[config.mk]
export PLATFORM = sky130hd
export DESIGN_NAME = ram_row_streamer_flat
export DESIGN_NICKNAME = d
export VERILOG_FILES = /design/src/rtl/ram_pkg.sv /design/src/rtl/ram_row_streamer_if.sv /design/src/rtl/row_serializer.sv /design/src/rtl/ram_row_streamer.sv /design/src/flat_wrapper.sv
export SDC_FILE = /design/constraint.sdc
export NUM_CORES = 1
export LEC_CHECK = 0
export ABC_AREA = 1
export CAP_MARGIN = 10
export CELL_PAD_IN_SITES_DETAIL_PLACEMENT = 0
export CELL_PAD_IN_SITES_GLOBAL_PLACEMENT = 2
export CORE_ASPECT_RATIO = 1.2
export CORE_MARGIN = 4
export CORE_UTILIZATION = 27
export DETAILED_ROUTE_END_ITERATION = 7
export PLACE_DENSITY = 0.73
export SKIP_LAST_GASP = 1
export SYNTH_ARGS = -nofsm -noshare
export SYNTH_HDL_FRONTEND = slang
export SYNTH_SLANG_ARGS = --single-unit
export TNS_END_PERCENT = 10
[constraint.sdc]
create_clock -name clk -period 12.5 [get_ports clk]
set_clock_uncertainty 0.2 [all_clocks]
set_input_delay 3.125 -clock clk [delete_from_list [all_inputs] [get_ports clk]]
set_output_delay 3.125 -clock clk [all_outputs]
set_load 0.02 [all_outputs]
[src/rtl/ram_pkg.sv]
// Dataset RAM geometry shared by the RAM and its read-side streamer:
// row layout, address width and the index of the y field within a row.
package ram_pkg;
    localparam int ADDR_WIDTH   = 12;
    localparam int MAX_FEATURES = 15;
    localparam int LENGTH       = 16;
    localparam int DATA_WIDTH   = LENGTH * (MAX_FEATURES + 1);
    localparam int FIELD_W      = 4;

    localparam logic [FIELD_W-1:0] Y_FIELD = FIELD_W'(MAX_FEATURES);

    // Feature counts above the row capacity clamp to the capacity.
    function automatic logic [FIELD_W-1:0] sat_features(input logic [FIELD_W-1:0] n);
        return ({1'b0, n} > {1'b0, Y_FIELD}) ? Y_FIELD : n;
    endfunction
endpackage

[src/rtl/ram_row_streamer_if.sv]
// Field stream from the row streamer to the regression datapath.
// valid/ready: a beat moves on a rising edge where out_valid and out_ready are both 1;
// while out_valid=1 and out_ready=0 every out_* signal holds, and out_valid never looks at out_ready.
interface ram_row_streamer_if;
    import ram_pkg::*;

    logic [LENGTH-1:0]     out_data;
    logic [FIELD_W-1:0]    out_field;
    logic [ADDR_WIDTH-1:0] out_row;
    logic                  out_is_y;
    logic                  out_last_row_beat;
    logic                  out_last;
    logic                  out_valid;
    logic                  out_ready;

    modport master (
        output out_data, out_field, out_row, out_is_y, out_last_row_beat, out_last, out_valid,
        input  out_ready
    );

    modport slave (
        input  out_data, out_field, out_row, out_is_y, out_last_row_beat, out_last, out_valid,
        output out_ready
    );
endinterface

[src/rtl/row_serializer.sv]
// Holds one RAM row and walks it out a field at a time: features 0..n-1, then y.
// Outputs read as zero whenever the stream is not active.
module row_serializer
    import ram_pkg::*;
(
    input  logic                  clk,
    input  logic                  RST,
    input  logic                  i_load,
    input  logic [DATA_WIDTH-1:0] i_word,
    input  logic [FIELD_W-1:0]    i_num_features,
    input  logic                  i_active,
    input  logic                  i_advance,
    output logic [LENGTH-1:0]     o_data,
    output logic [FIELD_W-1:0]    o_field,
    output logic                  o_is_y,
    output logic                  o_last_row_beat
);
    logic [DATA_WIDTH-1:0] r_buf;
    logic [FIELD_W-1:0]    r_beat;
    logic                  w_is_y;
    logic [FIELD_W-1:0]    w_field;

    always_ff @(posedge clk) begin
        if (i_load) begin
            r_buf <= i_word;
        end
    end

    always_ff @(posedge clk) begin
        if (RST) begin
            r_beat <= '0;
        end else if (i_load) begin
            r_beat <= '0;
        end else if (i_advance && !w_is_y) begin
            r_beat <= r_beat + 1'b1;
        end
    end

    // The beat after the last feature is y, wherever y sits in the word.
    assign w_is_y  = (r_beat == i_num_features);
    assign w_field = w_is_y ? Y_FIELD : r_beat;

    always_comb begin
        o_data          = '0;
        o_field         = '0;
        o_is_y          = 1'b0;
        o_last_row_beat = 1'b0;
        if (i_active) begin
            o_data          = r_buf[int'(w_field)*LENGTH +: LENGTH];
            o_field         = w_field;
            o_is_y          = w_is_y;
            o_last_row_beat = w_is_y;
        end
    end
endmodule

[src/rtl/ram_row_streamer.sv]
// Read-side RAM master: walks a row range, holds each address for RD_LAT cycles,
// captures the word and hands it to row_serializer for one-field-per-beat streaming.
module ram_row_streamer
    import ram_pkg::*;
#(
    parameter int RD_LAT = 2
) (
    input  logic                  clk,
    input  logic                  RST,
    input  logic                  i_start,
    input  logic [ADDR_WIDTH-1:0] i_base_addr,
    input  logic [ADDR_WIDTH:0]   i_num_rows,
    input  logic [FIELD_W-1:0]    i_num_features,
    output logic [ADDR_WIDTH-1:0] o_ram_addr,
    output logic                  o_ram_oe,
    output logic                  o_ram_we,
    input  logic [DATA_WIDTH-1:0] i_ram_rdata,
    ram_row_streamer_if.master    strm,
    output logic                  o_busy,
    output logic                  o_done,
    output logic [2:0]            o_dbg_state
);
    typedef enum logic [2:0] {
        S_IDLE   = 3'd0,
        S_ADDR   = 3'd1,
        S_WAIT   = 3'd2,
        S_STREAM = 3'd3,
        S_DONE   = 3'd4
    } state_t;

    localparam logic [2:0] WAIT_LAST = (RD_LAT > 1) ? 3'(RD_LAT - 2) : 3'd0;

    state_t                r_state;
    state_t                w_next;
    logic [ADDR_WIDTH-1:0] r_base;
    logic [ADDR_WIDTH:0]   r_num_rows;
    logic [ADDR_WIDTH:0]   r_row;
    logic [FIELD_W-1:0]    r_nf;
    logic [2:0]            r_wait;

    logic                  w_valid;
    logic                  w_hs;
    logic                  w_wait_done;
    logic                  w_load;
    logic                  w_rows_last;
    logic                  w_row_end;
    logic [LENGTH-1:0]     w_data;
    logic [FIELD_W-1:0]    w_field;
    logic                  w_is_y;

    assign w_valid     = (r_state == S_STREAM);
    assign w_hs        = w_valid && strm.out_ready;
    assign w_wait_done = (r_wait == WAIT_LAST);
    assign w_rows_last = ((r_row + 1'b1) == r_num_rows);
    // The word is sampled on the edge that ends the final cycle of address hold.
    assign w_load      = ((r_state == S_ADDR) && (RD_LAT == 1)) ||
                         ((r_state == S_WAIT) && w_wait_done);

    always_ff @(posedge clk) begin
        if (RST) begin
            r_state <= S_IDLE;
        end else begin
            r_state <= w_next;
        end
    end

    always_comb begin
        w_next = r_state;
        unique case (r_state)
            S_IDLE: begin
                if (i_start) begin
                    w_next = (i_num_rows == '0) ? S_DONE : S_ADDR;
                end
            end
            S_ADDR:   w_next = (RD_LAT == 1) ? S_STREAM : S_WAIT;
            S_WAIT: begin
                if (w_wait_done) begin
                    w_next = S_STREAM;
                end
            end
            S_STREAM: begin
                if (w_hs && w_row_end) begin
                    w_next = w_rows_last ? S_DONE : S_ADDR;
                end
            end
            S_DONE:   w_next = S_IDLE;
            default:  w_next = S_IDLE;
        endcase
    end

    always_ff @(posedge clk) begin
        if (RST) begin
            r_base     <= '0;
            r_num_rows <= '0;
            r_row      <= '0;
            r_nf       <= '0;
            r_wait     <= '0;
        end else begin
            if ((r_state == S_IDLE) && i_start) begin
                r_base     <= i_base_addr;
                r_num_rows <= i_num_rows;
                r_row      <= '0;
                r_nf       <= sat_features(i_num_features);
            end
            if (r_state == S_ADDR) begin
                r_wait <= '0;
            end else if (r_state == S_WAIT) begin
                r_wait <= r_wait + 3'd1;
            end
            if (w_hs && w_row_end && !w_rows_last) begin
                r_row <= r_row + 1'b1;
            end
        end
    end

    row_serializer u_ser (
        .clk             (clk),
        .RST             (RST),
        .i_load          (w_load),
        .i_word          (i_ram_rdata),
        .i_num_features  (r_nf),
        .i_active        (w_valid),
        .i_advance       (w_hs),
        .o_data          (w_data),
        .o_field         (w_field),
        .o_is_y          (w_is_y),
        .o_last_row_beat (w_row_end)
    );

    // Address wraps modulo 2^ADDR_WIDTH; out_row stays the unwrapped offset.
    assign o_ram_addr  = r_base + r_row[ADDR_WIDTH-1:0];
    assign o_ram_oe    = (r_state == S_ADDR) || (r_state == S_WAIT);
    assign o_ram_we    = 1'b0;
    assign o_busy      = (r_state == S_ADDR) || (r_state == S_WAIT) || (r_state == S_STREAM);
    assign o_done      = (r_state == S_DONE);
    assign o_dbg_state = r_state;

    assign strm.out_valid         = w_valid;
    assign strm.out_data          = w_data;
    assign strm.out_field         = w_field;
    assign strm.out_is_y          = w_is_y;
    assign strm.out_last_row_beat = w_row_end;
    assign strm.out_last          = w_row_end && w_rows_last;
    assign strm.out_row           = w_valid ? r_row[ADDR_WIDTH-1:0] : '0;
endmodule

[src/flat_wrapper.sv]
// flat-port wrapper written by rule: the top's interface ports become plain ports
module ram_row_streamer_flat import ram_pkg::*;
#(
    parameter int RD_LAT = 2
)
  (clk, RST, i_start, i_base_addr, i_num_rows, i_num_features, o_ram_addr, o_ram_oe, o_ram_we, i_ram_rdata, o_busy, o_done, o_dbg_state, strm_out_data, strm_out_field, strm_out_row, strm_out_is_y, strm_out_last_row_beat, strm_out_last, strm_out_valid, strm_out_ready);
  ram_row_streamer_if strm_i ();
  input  logic clk;
  input  logic RST;
  input  logic i_start;
  input  logic [ADDR_WIDTH-1:0] i_base_addr;
  input  logic [ADDR_WIDTH:0] i_num_rows;
  input  logic [FIELD_W-1:0] i_num_features;
  output logic [ADDR_WIDTH-1:0] o_ram_addr;
  output logic o_ram_oe;
  output logic o_ram_we;
  input  logic [DATA_WIDTH-1:0] i_ram_rdata;
  output logic o_busy;
  output logic o_done;
  output logic [2:0] o_dbg_state;
  output wire logic [$bits(strm_i.out_data)-1:0] strm_out_data;
  output wire logic [$bits(strm_i.out_field)-1:0] strm_out_field;
  output wire logic [$bits(strm_i.out_row)-1:0] strm_out_row;
  output wire logic [$bits(strm_i.out_is_y)-1:0] strm_out_is_y;
  output wire logic [$bits(strm_i.out_last_row_beat)-1:0] strm_out_last_row_beat;
  output wire logic [$bits(strm_i.out_last)-1:0] strm_out_last;
  output wire logic [$bits(strm_i.out_valid)-1:0] strm_out_valid;
  input wire logic [$bits(strm_i.out_ready)-1:0] strm_out_ready;
  assign strm_out_data = strm_i.out_data;
  assign strm_out_field = strm_i.out_field;
  assign strm_out_row = strm_i.out_row;
  assign strm_out_is_y = strm_i.out_is_y;
  assign strm_out_last_row_beat = strm_i.out_last_row_beat;
  assign strm_out_last = strm_i.out_last;
  assign strm_out_valid = strm_i.out_valid;
  assign strm_i.out_ready = strm_out_ready;
  ram_row_streamer #(.RD_LAT(RD_LAT)) u_core (.clk(clk), .RST(RST), .i_start(i_start), .i_base_addr(i_base_addr), .i_num_rows(i_num_rows), .i_num_features(i_num_features), .o_ram_addr(o_ram_addr), .o_ram_oe(o_ram_oe), .o_ram_we(o_ram_we), .i_ram_rdata(i_ram_rdata), .strm(strm_i), .o_busy(o_busy), .o_done(o_done), .o_dbg_state(o_dbg_state));
endmodule
==> summary.txt, run 1 <==
Clock network
  • Clk_lat worst skew: 0.53 ns
  • Root buffer cell: clkbuf_16
  • Resized cells post-CTS: 0
  • Clk slew on worst S/H paths: 0.06 ns
  • Clock net sink count: 308
  • H-tree lvl count: 2
  • Total CTS buffers: 35
  • Setup Fix Bufs, Post-CTS: 0
  • CTS hold repair buffers: 0
  • Max Root-Sink Buffers: 3
  • CTS tree: built

Layout
  • Area growth, synth to finish: 37.58%
  • Filler Cells Inserted: 4,963
  • Final net count: 1,976
  • Non-Filler Instances: roughly 2,300
  • Fraction of layout cells with a size suffix above 1: 0.06431

Min path
  • Hold Path Class: reg2reg
  • Hold Path Stages: 2

Route
  • DR vias: 10,750
  • Final WL: 47,600 um
  • Drt pass-1 iters: 5
  • WL per Instance: 20.37 um
  • Post-route ant nets: 0
  • Initial drt markers: 651
  • Vias per Instance: between 4 and 5
  • DRC: 0

Die
  • Chip height: around 250 um
  • Core area: 49,550 sq um
  • Width of the die: 213.2 um
  • Starting Density: 0.2753
  • Die area: 54,200 sq um
  • Rows: 89
  • # IOs: 344

Global route
  • Initial antenna violation count: 12
  • First-pass GRT wire length: 68,350 um
  • Pin count of the biggest net entering global routing: 84
  • Gr usage total: 0.1700
  • GRT overflow: 0
  • Vias in the first global route: roughly 11,000

STA
  • Worst relative slew slack: 0.2902
  • Final worst slack: around 4.1 ns
  • Max frequency: 119.6 MHz
  • Final worst-path cycle share: 0.6688
  • Final Max Slew Viols: 0
  • Setup TNS: 0 ns
  • RSZ-0062 raised after global routing: false
  • Endpoints failing setup: 0
  • Final min period: 8.360 ns
  • Worst Tran Pin Value: 1.065 ns
  • Hold Violations, Final: 0

Worst setup path
  • Crit start category: flop
  • WS Path Type: reg2out
  • Worst EP required: 9.17 ns
  • Reg2reg path depth: 4
  • Maximum fanout along the worst path: 72
  • Crit path DAT: 5.04 ns
  • Critical Path Sink Type: output pin

Place
  • Placer congestion estimate: 0.8046
  • Dpl ws: 4.506 ns
  • DPL Wire Length: 34,940 um
  • IO buf count: between 300 and 400
  • Placed Instances: 2,271

Synth
  • Mapped Cells: about 1,300
  • Post-synthesis register bit count: 308
  • Synthesized area: 13,640 sq um
  • Unique masters post-synth: 40
  • Mapped Nets: 1,652
  • Avg Inst Size Synth: 10.13 sq um
  • Post-synthesis sequential area ratio: 0.6399
  • Synth warn: 0

Power
  • Max IR drop VDD: 0.1226 mV
  • Power per Cell Area: 179.6 nW/um^2
  • Static Leak: 0.006842 uW

Job
  • Max_cap viols: 0

Run status
  • Status: completed
## cells in the final DEF, fill, tap and decap left out, drive strengths merged, types with 2 or more instances in the layout
| cell | instances |
|---|---|
| nand2 | 452 |
| clkdlybuf4s50 | 342 |
| edfxtp | 256 |
| nand3 | 164 |
| a21oi | 131 |
| inv | 61 |
| nor2 | 56 |
| dfxtp | 52 |
| clkbuf | 46 |
| o21ai | 37 |
| buf | 16 |
| ha | 15 |
| xor2 | 13 |
| clkinv | 12 |
| nand4 | 10 |
| nor3 | 9 |
| diode | 5 |
| xnor2 | 5 |
| a211oi | 2 |
| nor4 | 2 |
| and3 | 2 |
| nor3b | 2 |
| bufinv | 2 |
## worst max-delay path, stage by stage, from the launching register on
cell	delay [ns]
dfxtp_2	0.84
xor2_1	0.20
nor2_1	0.06
nand2_2	0.23
nand2_4	0.34
inv_4	0.65
buf_4	0.67
nand2_1	0.11
nand3_1	0.09
nand2_1	0.07
nand2_1	0.06
nand2_1	0.05
o21ai_0	0.35
clkdlybuf4s50_1	0.69
## state kept, by name, indices dropped and copies added, names as in the netlist
signal,cells
u_core.o_dbg_state,3
u_core.u_ser.r_buf,256
u_core.r_nf,4
u_core.r_row,13
u_core.r_num_rows,13
u_core.r_wait,3
u_core.r_base,12
u_core.u_ser.r_beat,4
## power by group
part,switching [uW],internal (uW),total (uW),leakage (uW)
combinational,694,325,1020,0.00356
clock,414,576,990,0.000526
sequential,48.9,1310,1360,0.00275
## layout make-up
class	count	area (sq um)	share of cell area
Antenna cell	5	12.51	0.0006667
Multi-Input combinational cell	908	4374	0.2331
Sequential cell	308	8730	0.4652
Clock buffer	46	948.4	0.05054
Timing Repair Buffer	358	3543	0.1888
Tap cell	637	797.0	0.04247
Inverter	60	227.7	0.01213
Clock inverter	15	133.9	0.007134
## kinds of logic after synthesis
family / share of synthesized area
other: 0.0002749
adders and majority gates: 0.01523
DFF: 0.6399
and+or+nand+nor: 0.2226
AOI/OAI and AO/OA: 0.06724
buffers and inverters: 0.04155
xor gates and xnor gates: 0.01321
## cell usage after synthesis, drive strengths merged
cell,number,area share
dfxtp,52,0.076
o221ai,1,0.00064
nand4,10,0.0046
conb,1,0.00027
nor2,56,0.020
xor2,13,0.0083
inv,60,0.017
nor4,2,0.00092
edfxtp,256,0.56
o21ai,37,0.014
a211oi,2,0.0011
o21a,1,0.00055
xnor2,5,0.0032
ha,15,0.014
nand3b,1,0.00055
a21boi,1,0.00055
fa,1,0.0015
nor3,9,0.0040
nand2,452,0.13
nand3,164,0.064
buf,37,0.016
nor3b,2,0.0011
xnor3,1,0.0017
o31ai,1,0.00055
a21oi,131,0.050
and3,2,0.00092
clkbuf,34,0.0094
## worst paths after layout
kind                               start  slack, ns                 endpoint
setup / recovery  u_core.u_ser.r_beat[0]       4.14         strm_out_data[2]
hold / removal          u_core.r_base[8]       0.27         u_core.r_base[8]
setup reg to reg   u_core.o_dbg_state[2]       9.04  u_core.u_ser.r_buf[100]
hold reg to reg         u_core.r_base[8]       0.27         u_core.r_base[8]
## metrics by stage
stage	cell area, sq um	hold WS (ns)	utilization	total power, uW
CTS	18750	0.2702	0.3785	3437
detailed placement	17670	0.2622	0.3566	2432
global route	18760	0.2759	0.3786	3577
global placement	17670	0.2525	0.3566	2428
finish	18770	0.2692	0.3787	3370
floorplan	13640	0.2416	-	2045
## metal layers
layer,share of wire,wire length (um),track usage,vias to the layer above
met2,0.52,24820,0.3062,315
met3,0.067,3199,0.04601,68
met4,0.024,1157,0.05469,14
met5,0.0019,90,0,-
met1,0.39,18340,0.1962,5087
li1,-,-,-,5269
Note: power is estimated with default switching activity, not from simulation.
==> run 2: changes to the inputs <==
- CORE_UTILIZATION: 27 -> 30
- PLACE_DENSITY: 0.73 -> 0.77
- clock period: 12.5 -> 8.15 ns (I/O delays scaled with it)
==> summary.txt, run 2 (synthesis results as in run 1) <==
Place
  • Placer congestion estimate: 0.8514 (was 0.8046)
  • Placed Instances: 2,238 (was 2,271)
  • DPL Wire Length: 33,890 um (was 34,940 um)
  • IO buf count: 342 (unchanged)

Die
  • Starting Density: 0.3039 (was 0.2753)
  • # IOs: 344 (unchanged)
  • Core area: 44,880 sq um (was 49,550 sq um)
  • Die area: 48,960 sq um (was 54,200 sq um)
  • Width of the die: 202.7 um (was 213.2 um)
  • Chip height: 241.6 um (was 254.2 um)
  • Rows: 85 (was 89)

Layout
  • Area growth, synth to finish: 37.61% (was 37.58%)
  • Most common cell after layout, fill and taps aside: nand2_1 (unchanged)
  • Non-Filler Instances: 2,306 (was 2,337)
  • Regs by FF count: u_core.u_ser.r_buf (256), u_core.r_num_rows (13), u_core.r_row (13) (unchanged)
  • Fraction of layout cells with a size suffix above 1: 0.06442 (was 0.06431)
  • Most frequent cells in the layout: 440 x nand2_1, 342 x clkdlybuf4s50_1, 256 x edfxtp_1 (unchanged)
  • Filler Cells Inserted: 4,425 (was 4,963)
  • Final net count: 1,973 (was 1,976)
  • Largest Register: u_core.u_ser.r_buf (unchanged)
  • Max FFs per register: 256 (unchanged)

Route
  • Post-route ant nets: 0 (unchanged)
  • Final WL: 46,620 um (was 47,600 um)
  • DRC: 0 (unchanged)
  • Drt pass-1 iters: 7 (was 5)
  • DR vias: 10,770 (was 10,750)
  • Initial drt markers: 785 (was 651)
  • WL per Instance: 20.22 um (was 20.37 um)
  • Vias per Instance: 4.672 (was 4.601)

Worst setup path
  • Maximum fanout along the worst path: 72 (unchanged)
  • Critical Path Sink Type: output pin (unchanged)
  • Crit path DAT: 4.54 ns (was 5.04 ns)
  • WS Path Type: reg2out (unchanged)
  • Worst EP required: 5.91 ns (was 9.17 ns)
  • Crit start category: flop (unchanged)

STA
  • Worst Tran Pin Value: 1.130 ns (was 1.065 ns)
  • Final worst-path cycle share: 0.8312
  • Hold_ws: 0.2631 ns (was 0.2692 ns)
  • Endpoints failing setup: 0 (unchanged)
  • Max frequency: 147.6 MHz
  • Worst relative slew slack: 0.2425 (was 0.2902)
  • Setup TNS: 0 ns (unchanged)
  • Hold Violations, Final: 0 (unchanged)
  • RSZ-0062 raised after global routing: false (unchanged)
  • Final Max Slew Viols: 0 (unchanged)
  • Final min period: 6.774 ns

Clock network
  • CTS hold repair buffers: 0 (unchanged)
  • H-tree lvl count: 2 (unchanged)
  • Resized cells post-CTS: 0 (unchanged)
  • Setup Fix Bufs, Post-CTS: 0 (unchanged)
  • Root buffer cell: clkbuf_16 (unchanged)
  • Clk slew on worst S/H paths: 0.05 ns (was 0.06 ns)
  • CTS tree: built (unchanged)
  • Clock net sink count: 308 (unchanged)
  • Max Root-Sink Buffers: 3 (unchanged)
  • Total CTS buffers: 37 (was 35)
  • Clk_lat worst skew: 0.52 ns (was 0.53 ns)

Global route
  • Initial antenna violation count: 6 (was 12)
  • Gr usage total: 0.1841 (was 0.1700)
  • First-pass GRT wire length: 68,410 um (was 68,350 um)
  • Pin count of the biggest net entering global routing: 151 (was 84)
  • GRT overflow: 0 (unchanged)
  • Vias in the first global route: 11,140 (was 11,020)

Power
  • Switching power share of the total: 0.3389 (was 0.3433)
  • Internal Pwr Total: 3465 uW (was 2213 uW)
  • Overall power: 5241 uW (was 3370 uW)
  • Max IR drop VDD: 0.1656 mV (was 0.1226 mV)
  • Comb power frac: 0.298 (was 0.302)
  • Static Leak: 0.006860 uW (was 0.006842 uW)
  • Power per Cell Area: 279.2 nW/um^2 (was 179.6 nW/um^2)
  • Flop pwr share: 0.399 (was 0.404)
  • P_sw: 1776 uW (was 1157 uW)
  • Clock share of power: 0.303 (was 0.294)

Min path
  • Hold Path Class: reg2reg (unchanged)

Job
  • Max_cap viols: 0 (unchanged)

Run status
  • Status: completed (unchanged)
## run 2: cell types whose count changed in the layout (fill, tap and decap cells not counted)
cell       delta
clkinv_4      -1
clkinv_8      -1
buf_12        +1
bufinv_16     +2
clkinv_2      +4
clkbuf_16     +1
inv_6         +1
clkbuf_1      -4
buf_4         -6
clkinv_1      +1
clkbuf_8      -1
## run 2: metrics by stage
stage	cell area, sq um	utilization	worst slack, ns
after floorplan	13650	-	2.640
after global placement	17610	0.3924	1.735
after detailed placement	17610	0.3924	1.726
after CTS	18760	0.4180	1.141
after global routing	18770	0.4181	0.9569
final	18770	0.4182	1.376
## run 2: worst max-delay path, cell delays in order, from the launching register on
cell	delay [ns]
dfxtp_2	0.32
buf_4	0.31
inv_1	0.25
nand2_4	0.46
inv_4	0.85
buf_4	0.48
nand2_1	0.10
nand3_1	0.08
nand2_1	0.08
nand2_1	0.06
nand2_1	0.10
o21ai_0	0.23
clkdlybuf4s50_1	0.66
## run 2: final timing paths
kind	from	endpoint	slack [ns]	cells past startpoint
max	u_core.u_ser.r_beat[0]	strm_out_data[2]	1.38	12
min	u_core.r_base[2]	u_core.r_base[2]	0.26	2
max reg2reg	u_core.o_dbg_state[2]	u_core.u_ser.r_buf[212]	4.82	4
min reg2reg	u_core.r_base[2]	u_core.r_base[2]	0.26	2
## run 2: cell type report
type                       instances  area [sq um]  share of cell area
sequential                       308          8730              0.4651
multi-input combinational        908          4374              0.2330
timing repair buffer             353          3518              0.1874
clock buffer                      42         944.7             0.05033
tap                              609         762.0             0.04059
inverter                          60         227.7             0.01213
clock inverter                    21         201.4             0.01073
antenna                            5         12.51           0.0006666
## run 2: power groups by stage
stage / combinational (uW) / sequential, uW / clock, uW
after floorplan: 978 / 2130 / 0
after detailed placement: 1590 / 2130 / 0
after global routing: 1740 / 2110 / 1700
after global placement: 1590 / 2130 / 0
final: 1560 / 2090 / 1590
after CTS: 1600 / 2100 / 1630
## run 2: layer usage
layer / vias up / global-route usage / share of wire
li1: 5267 / - / -
met1: 5078 / 0.2197 / 0.40
met2: 364 / 0.3319 / 0.52
met3: 63 / 0.04274 / 0.066
met4: 2 / 0.05194 / 0.022
met5: - / 0 / 0.00021
